===== src/rtl/wb_pipe_reg.sv =====
// MEM->WB pipeline register with a two-entry skid buffer (head + skid), full valid/ready flow control.
// Optional stall counter enabled by defining WB_STALL_CNT_EN.
module wb_pipe_reg #(
  parameter int DATA_W = 32,
  parameter int ADDR_W = 5,
  parameter int CNT_W  = 16
) (
  input  logic              CLK,
  input  logic              RST,
  input  logic              flush,
  input  logic              m_valid,
  output logic              m_ready,
  input  logic              m_reg_write,
  input  logic              m_mem_to_reg,
  input  logic [DATA_W-1:0] m_read_data,
  input  logic [DATA_W-1:0] m_alu_out,
  input  logic [ADDR_W-1:0] m_write_reg,
`ifdef WB_STALL_CNT_EN
  output logic [CNT_W-1:0]  stall_cnt,
  input  logic              stall_cnt_clr,
`endif
  output logic              w_valid,
  input  logic              w_ready,
  output logic              w_reg_write,
  output logic              w_mem_to_reg,
  output logic [DATA_W-1:0] w_read_data,
  output logic [DATA_W-1:0] w_alu_out,
  output logic [ADDR_W-1:0] w_write_reg,
  output logic [DATA_W-1:0] w_result
);

  typedef enum logic [1:0] {
    EMPTY = 2'd0,
    ONE   = 2'd1,
    TWO   = 2'd2
  } occ_t;

  typedef struct packed {
    logic              reg_write;
    logic              mem_to_reg;
    logic [DATA_W-1:0] read_data;
    logic [DATA_W-1:0] alu_out;
    logic [ADDR_W-1:0] write_reg;
  } entry_t;

  occ_t   occ;
  entry_t head;
  entry_t skid;
  entry_t m_entry;
  logic   accept;
  logic   pop;

  assign m_entry = '{reg_write:  m_reg_write,
                     mem_to_reg: m_mem_to_reg,
                     read_data:  m_read_data,
                     alu_out:    m_alu_out,
                     write_reg:  m_write_reg};

  // Both handshakes depend only on registered occupancy, so w_ready never reaches m_ready.
  assign m_ready = (occ != TWO);
  assign w_valid = (occ != EMPTY);
  assign accept  = m_valid & m_ready & ~flush;
  assign pop     = w_valid & w_ready;

  // NOTE: sequential state uses non-blocking (<=) so every register samples pre-edge values.
  always_ff @(posedge CLK) begin
    if (RST) begin
      occ  <= EMPTY;
      // NOTE: payload is reset too, so an idle stage presents all-zero fields rather than X.
      head <= '0;
      skid <= '0;
    end else if (flush) begin
      occ <= EMPTY;
    end else begin
      unique case (occ)
        EMPTY: if (accept) begin
          head <= m_entry;
          occ  <= ONE;
        end
        ONE: begin
          if (accept && pop) begin
            head <= m_entry;
          end else if (accept) begin
            skid <= m_entry;
            occ  <= TWO;
          end else if (pop) begin
            occ  <= EMPTY;
          end
        end
        TWO: if (pop) begin
          head <= skid;
          occ  <= ONE;
        end
        default: occ <= EMPTY;
      endcase
    end
  end

  assign w_reg_write  = head.reg_write & w_valid;
  assign w_mem_to_reg = head.mem_to_reg;
  assign w_read_data  = head.read_data;
  assign w_alu_out    = head.alu_out;
  assign w_write_reg  = head.write_reg;
  assign w_result     = head.mem_to_reg ? head.read_data : head.alu_out;

`ifdef WB_STALL_CNT_EN
  // Counts cycles the head is offered but refused; clear wins over increment, saturates at all-ones.
  always_ff @(posedge CLK) begin
    if (RST || stall_cnt_clr) begin
      stall_cnt <= '0;
    end else if (w_valid && !w_ready && (stall_cnt != '1)) begin
      stall_cnt <= stall_cnt + 1'b1;
    end
  end
`endif

endmodule


===== config.mk =====
export PLATFORM = sky130hd
export DESIGN_NAME = wb_pipe_reg
export DESIGN_NICKNAME = d
export VERILOG_FILES = /design/src/rtl/wb_pipe_reg.sv
export SDC_FILE = /design/constraint.sdc
export NUM_CORES = 1
export LEC_CHECK = 0
export ABC_CLOCK_PERIOD_IN_PS = 1700
export CAP_MARGIN = 20
export CORE_MARGIN = 3
export CORE_UTILIZATION = 45
export CTS_CLUSTER_DIAMETER = 200
export DETAILED_ROUTE_END_ITERATION = 12
export GPL_ROUTABILITY_DRIVEN = 0
export GPL_TIMING_DRIVEN = 0
export PLACE_DENSITY = 0.73
export RECOVER_POWER = 25
export SYNTH_ARGS = -nofsm -noshare
export SYNTH_HDL_FRONTEND = slang
export SYNTH_SLANG_ARGS = --single-unit

===== constraint.sdc =====
create_clock -name CLK -period 1.7 [get_ports CLK]
set_input_delay 0.34 -clock CLK [delete_from_list [all_inputs] [get_ports CLK]]
set_output_delay 0.34 -clock CLK [all_outputs]
set_load 0.05 [all_outputs]

==> results.txt, run 1 <==
- The critical path in this run is classified as register to primary output.
* Final Max Slew Viols: 0
- The path with the worst hold slack has its endpoint at occ[1].
- Chip Width: 136 µm
* Post-route total power: 9.58 mW
- In this run the tightest slew margin relative to its limit is 0.481.
- Nets@finish: 1129
- Detailed-placement wirelength estimate: about 16 mm
* Antenna diodes: 0
- Mean instance size in the synthesized netlist: between 9 and 10 µm²
- Hold path startpoint: w_ready
* Area growth, synth to finish: 45.8%
* Part of the Yosys area used for sequential elements: 0.379
- Leakage: 4.82 nW
* Arithmetic-cell share of the synthesized area counting full adders, half adders and majority gates: 0
* Area leader, netlist: sky130_fd_sc_hd__dfxtp_1
* Core footprint: 16200 µm²
- Filler instances: ~1300
- VDD IR-drop max: slightly above 0.0007 V
- Hold repair after CTS inserted 0 buffers.
- The initial antenna violation count came to 1.
* Routed via count: between 6000 and 7000
- After detailed routing, the average wire length per cell comes to ~19 µm.
- Standard-cell row count: 46
- Simple-gate portion of the synthesized area: 0.143
* CTS H-Tree Depth: 4
- Clock Latency Late Sink: 420 ps
- The tree is rooted in a sky130_fd_sc_hd__clkbuf_16.
* Count of unique library cells instantiated by Yosys: 32
- DIE HEIGHT: between 100 and 150 µm
* Top cells by area, synth: sky130_fd_sc_hd__dfxtp_1, sky130_fd_sc_hd__mux2i_1, sky130_fd_sc_hd__buf_4, sky130_fd_sc_hd__o41ai_1, sky130_fd_sc_hd__nand2_1
- Summing all placed instances gives a cell area of 9680 µm².
- Most common flop cell mapped by yosys: sky130_fd_sc_hd__dfxtp_1
- MaxCap Viol Count: 0
- OpenSTA, run right after detailed placement, puts the worst setup slack at -959 ps.
- Number of endpoints with negative hold slack in the final report: 0
* Total Neg Setup Slack: -8560 ps
* Synthesized instance count: 842
* Hold Path Stages: 4
* Largest net degree at the start of global routing: 17
- Fraction of layout instances using a drive strength above 1: 0.331
* Cell count of the worst reg-to-reg path: 6
* Final instance area: 11100 µm²
- The smallest clock period supported by the final layout is computed as 1950 ps.
- TritonCTS built the clock tree.
* Clock edge transition at the registers on the reported setup and hold paths: approximately 60 ps
- The compound-gate portion of the synthesized area came to 0.191.
- Worst Path Required: 1360 ps
- Dividing total power by cell area gives a power density of 863 nW/µm².
* Final count of negative-setup-slack endpoints: 96
* Drt initial violations: 444
* Highest-delay cell along the critical path: sky130_fd_sc_hd__dfxtp_2
* Flip-flop and latch count after synthesis: about 140
- Via count of the first global-routing pass: 6507
- At the worst endpoint, the arrival time is 1610 ps.
- Starting utilization of the core area: 0.469
- Of the available clock period, the critical path in the final layout requires 1.15.
- Mux share of post-synthesis cell area: 0.141
- Clock skew on the completed layout was measured at 6.58 ps.
- After detailed routing, the number of remaining DRC violations is 0.
* Kind of end point of the critical path: primary output
- In the synthesized netlist the async set-or-reset flop fraction comes to 0.
- Flip-flop count of the largest register, all copies and words added: just over 70
- Global routing finished with a remaining overflow of 0.
* Number of buffers on the longest clock path: 2
- Startpoint of the most critical register-to-register path: occ[1]
* Hold Slack: 346 ps
* Area of the mapped netlist: 7610 µm²
- Main combinational cell family by area after synthesis: compound AO/OA/AOI/OAI gates
- Xor-xnor portion of the synthesized cell area: 0
* Critical path startpoint category: register
- Avg Vias per Cell: 5.37
- Status: finished with violations
- Traced cell by cell, the critical path runs through clkbuf_16 -> clkbuf_16 -> mux2_4 -> buf_6.
- Die Outline Area: approximately 19000 µm²
- Ranked by flip-flop count, first place goes to skid.
- Max stage delay on crit path: 340 ps
* Warnings, synthesis: 0
- Crit path max fanout: 8
- By instance count, the cell type seen most on the critical path is sky130_fd_sc_hd__clkbuf_16.
- Minimum setup slack among reg-to-reg paths: 50 ps
* Global routing usage summed across all routing layers: 0.244
* Post-route setup slack: -253 ps
- Yosys top cell area share: 0.379
- Clock tree synthesis found a total of 144 sinks.
- Buffers inserted during clock tree synthesis total 17.
- For the pin with the worst max-slew slack, the measured transition is 778 ps.
- The number of nets handed over by synthesis was 918.
- The routed design has 23.8 mm of wire.
- Setup repair after global routing could not meet its margin everywhere.
- Port buffer count: 179
- The pre-antenna-repair detailed-routing pass consisted of 5 iterations.
* Achievable Freq: approximately 0.5 GHz
- The min-delay analysis places its worst path in the category input pin to register.
- The checks that failed: negative setup slack.
- In this run the remaining antenna-violating nets after routing total 0.
- Yosys mapped a number of flops with a built-in enable equal to 0.
- Global-route wire length before repair: 35.1 mm
- # IOs: 181
- In this run the critical register-to-register path is captured at w_read_data[7].
-- Yosys cell counts, types with 15 or more instances --
| master | n |
|---|---|
| sky130_fd_sc_hd__buf_2 | 15 |
| sky130_fd_sc_hd__mux2_2 | 32 |
| sky130_fd_sc_hd__clkbuf_1 | 27 |
| sky130_fd_sc_hd__nand2_1 | 143 |
| sky130_fd_sc_hd__o21ai_1 | 66 |
| sky130_fd_sc_hd__buf_4 | 77 |
| sky130_fd_sc_hd__buf_6 | 16 |
| sky130_fd_sc_hd__dfxtp_1 | 144 |
| sky130_fd_sc_hd__nor2b_1 | 63 |
| sky130_fd_sc_hd__a21oi_1 | 72 |
| sky130_fd_sc_hd__o41ai_1 | 62 |
| sky130_fd_sc_hd__mux2i_1 | 71 |
-- layout make-up --
| class | count | area, µm² | area share |
|---|---|---|---|
| tap | 216 | 270 | 0.0244 |
| multi-input combinational | 547 | 3920 | 0.353 |
| sequential | 144 | 2890 | 0.260 |
| clock buffer | 19 | 443 | 0.0399 |
| buffer | 150 | 1170 | 0.106 |
| clock inverter | 13 | 211 | 0.0191 |
| timing repair buffer | 193 | 2190 | 0.197 |
-- power breakdown --
group          internal, mW  switching [mW]
registers              3.48          0.0856
clock network          2.65            1.51
logic                 0.794            1.07
-- placed cells by master (no fill, tap or decap), drive strengths merged --
| cell | synthesis | layout |
|---|---|---|
| a21oi | 73 | 73 |
| and2 | 1 | 1 |
| and2b | 9 | 9 |
| and3b | 1 | 1 |
| buf | 122 | 158 |
| bufinv | 0 | 5 |
| clkbuf | 27 | 63 |
| clkdlybuf4s15 | 0 | 65 |
| clkdlybuf4s50 | 0 | 72 |
| clkinv | 0 | 4 |
| clkinvlp | 0 | 4 |
| dfxtp | 144 | 144 |
| dlygate4sd1 | 1 | 1 |
| dlygate4sd2 | 0 | 1 |
| dlygate4sd3 | 0 | 1 |
| dlymetal6s2s | 1 | 1 |
| mux2 | 32 | 32 |
| mux2i | 71 | 71 |
| nand2 | 143 | 143 |
| nand2b | 3 | 3 |
| nor2 | 2 | 2 |
| nor2b | 63 | 63 |
| nor3 | 3 | 3 |
| o21a | 1 | 1 |
| o21ai | 71 | 71 |
| o22a | 1 | 1 |
| o41ai | 71 | 71 |
| or2 | 1 | 1 |
| or3 | 1 | 1 |
-- routing by layer --
metal,share of wire,GRT usage,vias to the layer above
met5,0.00055,0,-
met4,0.012,0.0582,2
met3,0.064,0.0585,25
met2,0.48,0.400,228
met1,0.45,0.325,3321
li1,-,-,3312
-- metrics by stage --
stage | utilization | std cells
finish | 0.684 | 1282
global route | 0.684 | 1282
CTS | 0.653 | 1273
detailed placement | 0.596 | 1237
global placement | 0.596 | 1237
floorplan | - | 842
-- worst max-delay path: cells and delay by family, from the launching register on --
family | cells | cell delay, ps
buffers and inverters | 3 | 540
DFF | 1 | 340
muxes | 1 | 310
-- cells by family (layout without fill, tap and decap cells) --
logic type,after synthesis,after routing
and+or+nand+nor,227,227
muxes,103,103
buffers and inverters,151,375
DFF,144,144
AOI/OAI and AO/OA,217,217
-- how the worst max path moves through the flow --
stage                       from            to
floorplan           w_mem_to_reg  w_result[10]
global route        w_mem_to_reg   w_result[8]
detailed placement  w_mem_to_reg  w_result[26]
CTS                 w_mem_to_reg  w_result[24]
finish              w_mem_to_reg  w_result[26]
global placement    w_mem_to_reg  w_result[26]
-- timing repair --
item | in CTS | in global routing
gates cloned | 0 | 4
endpoints found under the setup margin | 128 | 99
gates resized for setup | 476 | 96
pin swaps | 1 | 2
buffers inserted | 5 | 5
No activity file was read; power rests on OpenSTA's default activity.
==> run 2, diff against run 1 <==
TNS_END_PERCENT = 50   (was unset)
==> run 2 against run 1 <==
  * The flow still finishes with violations (negative setup slack)
  * Global-route usage is essentially flat
  * Cell area is 3.7% lower
  * Wire length shrank 2.0%
  * Critical path depth is the same
  * Clock skew about the same
  * Sequential cell count stayed put
  * First-iteration DRC count increased by 9.0%
  * Critical endpoint unchanged
==> results.txt, run 2 (synthesis gave the netlist of run 1 again) <==
- The run finished, with violations left.
- The final reports fail on negative setup slack.
- Among the stages of the critical path, the cell type that occurs most often is sky130_fd_sc_hd__clkbuf_16.
- Largest net degree at the start of global routing: 17 (unchanged)
- The root buffer cell chosen for the clock tree is sky130_fd_sc_hd__clkbuf_16.
- MaxCap Viol Count: 0 (unchanged)
- Cell-by-cell trace of the critical path: clkbuf_16 -> clkbuf_16 -> mux2_4 -> buf_6
- CTS H-Tree Depth: 4 (unchanged)
- Path type of the worst min-delay path: register to register
- Drt initial violations: 484 (+9.0%)
- The clock input transition at the sequential cells of the worst setup and hold paths came to 60 ps (about the same).
* Standard-cell row count: 46 (unchanged)
- The post-route minimum period is 1950 ps (-2.94 ps).
* Clock tree from TritonCTS: built
- Routed via count: 6774 (-1.7%)
- Number of buffers on the longest clock path: 2 (unchanged)
* Hold Path Stages: 2 (-2)
* Most common cell after layout, fill and taps aside: sky130_fd_sc_hd__nand2_1
* Top routing layer in use: met5
* Number of antenna violations at the first check in global routing: 1 (unchanged)
* Placed Instance Area: 9680 µm² (unchanged)
- The layout cell share with drive strength beyond 1 came to 0.310 (-0.0216).
- The width of the die came to 136 µm (unchanged).
- The share of the cycle needed by the critical path after routing is 1.15 (-0.00173).
- Worst Max-Slew Pin Slew: 590 ps (-188 ps)
- The starting density of the core was 0.469 (unchanged).
- Clock Latency Late Sink: 420 ps (about the same)
- The tightest slew margin relative to the limit came to 0.607 (+0.125).
- Final Max Slew Viols: 0 (unchanged)
- The average routed wire per standard cell is 18.2 µm (-1.7%).
- The height of the chip came to 136 µm (unchanged).
* Via count of the first global-routing pass: 6494 (-0.20%)
- Setup repair after global routing could not meet its margin everywhere.
- The startpoint identified for the worst hold timing path is skid[23].
- The slowest stage of the critical path belongs to the cell sky130_fd_sc_hd__dfxtp_2.
* Number of detailed-route iterations in the first pass: 5 (unchanged)
* Antenna diodes: 0 (unchanged)
- The post-route worst hold slack was 452 ps (+106 ps).
- Worst-case clock skew: 6.68 ps (+0.0960 ps)
* Number of endpoints with negative hold slack in the final report: 0 (unchanged)
- Achievable Freq: 0.513 GHz (+0.15%)
* Met3 routed wirelength: 1.51 mm (-0.40%)
- # clock sinks: 144 (unchanged)
- The cell depth of the worst setup path is 4 (unchanged).
- The post-route cell area was 10700 µm² (-3.7%).
* Area occupied by registers: 2890 µm² (unchanged)
* VDD IR-drop max: 0.000714 V (-0.33%)
- Inserted Clock Buffers: 17 (unchanged)
* Minimum setup slack among reg-to-reg paths: 60 ps (about the same)
* Worst setup path class: register to primary output
* Global-route wire length before repair: 35.2 mm (+0.14%)
- The data required time of the worst path is 1360 ps (about the same).
- Drt drc: 0 (unchanged)
- Avg Vias per Cell: 5.30 (-1.4%)
- Critical path startpoint category: register
- Die Outline Area: 18500 µm² (unchanged)
- The endpoint identified for the worst register-to-register timing path is w_read_data[3].
* Final count of negative-setup-slack endpoints: 163 (+70%)
- Nets@finish: 1126 (-0.27%)
* # IOs: 181 (unchanged)
- Arrival time worst endpoint: 1610 ps (about the same)
- The remaining number of nets flagged by the antenna check after routing came to 0 (unchanged).
- The least setup slack across all paths after layout came to -250 ps (+2.94 ps).
* Core footprint: 16200 µm² (unchanged)
- Kind of cell adding the most delay to the critical path: buffers and inverters
- In this run the critical register-to-register path is launched from occ[1].
- The flip-flop count of the largest register after layout was 71 (unchanged).
- Post-Route WL: 23.3 mm (-2.0%)
- The routed length on met2 is 11.1 mm (-2.6%).
- The worst setup path is captured at a primary output.
- Most frequent cells in the layout: sky130_fd_sc_hd__nand2_1, sky130_fd_sc_hd__dfxtp_1, sky130_fd_sc_hd__buf_4
- The hold-fix buffer count after cts was 0 (unchanged).
- Detailed-placement wirelength estimate: 15.9 mm (unchanged)
- Crit path max fanout: 8 (unchanged)
- The leakage power total came to 4.71 nW (-2.2%).
* Met1 layer wirelength in the final routing: 10.5 mm (-1.3%)
- The number of buffer cells added on primary ports came to 179 (unchanged).
- The power density over the cells was 889 nW/µm² (+3.0%).
- The aggregate global-route resource usage is 0.244 (+0.000468).
* Area growth, synth to finish: 40.4%
- The count of cells along the worst register-to-register path came to 6 (unchanged).
- Area used by multi-input combinational logic: 3760 µm² (-4.0%)
* Aggregate global routing overflow: 0 (unchanged)
* Worst path buffer plus inverter count: 3 (unchanged)
- Filler instances: 1360 (+6.7%)
* Sink of the worst hold path: skid[23]
* Post-Route Utilization: 0.659 (-0.0250)
* Max stage delay on crit path: 340 ps (about the same)
- More flip-flops sit in one register than any other, and that register is skid.
[run 2: stage by stage]
step	instances	power (mW)	setup WS [ps]	TNS (ps)
5_1_grt	1279	9.77	-274	-19040
6_report	1279	9.51	-250	-12050
2_1_floorplan	842	4.68	-31.3	-938
4_1_cts	1271	9.45	-255	-7490
3_3_place_gp	1237	5.31	-957	-81120
3_5_place_dp	1237	5.32	-959	-86520
[run 2: per-layer routing]
metal	vias up	GRT usage
li1	3307	-
met1	3232	0.325
met2	211	0.401
met3	22	0.0581
met4	2	0.0571
met5	-	0
[run 2: how the worst max path moves through the flow]
stage / startpoint / end / slack (ps)
floorplan: w_mem_to_reg / w_result[10] / -30
detailed placement: w_mem_to_reg / w_result[26] / -960
CTS: w_mem_to_reg / w_result[24] / -250
global route: w_mem_to_reg / w_result[8] / -270
finish: w_mem_to_reg / w_result[26] / -250
global placement: w_mem_to_reg / w_result[26] / -960
[run 2: worst min-delay path: cells and delay by family (launching register included)]
| family | cells | cell delay, ps |
|---|---|---|
| flip-flops | 1 | 310 |
| AND/OR/NAND/NOR | 1 | 50 |
| AO/OA/AOI/OAI | 1 | 50 |
[run 2: layout make-up]
cell class	instances	share of cell area
flip-flops and latches	144	0.270
plain buffers	150	0.111
multi-input cells	547	0.352
well taps	216	0.0253
clock inverters	13	0.0198
repair buffers	190	0.181
clock buffers	19	0.0414
[run 2: where the power goes]
group          internal (mW)  leakage, nW  total, mW  switching (mW)
Combinational          0.752         3.24       1.79            1.04
Sequential              3.48         1.17       3.56          0.0852
Clock                   2.65        0.305       4.15            1.51
Total                   6.87         4.71       9.51            2.63
[run 2: what timing repair did]
item                       CTS  global route
gates cloned                 0             3
pin swaps                    1             3
buffers inserted             3             5
gates resized for setup    440            71
setup endpoints to repair  128           162
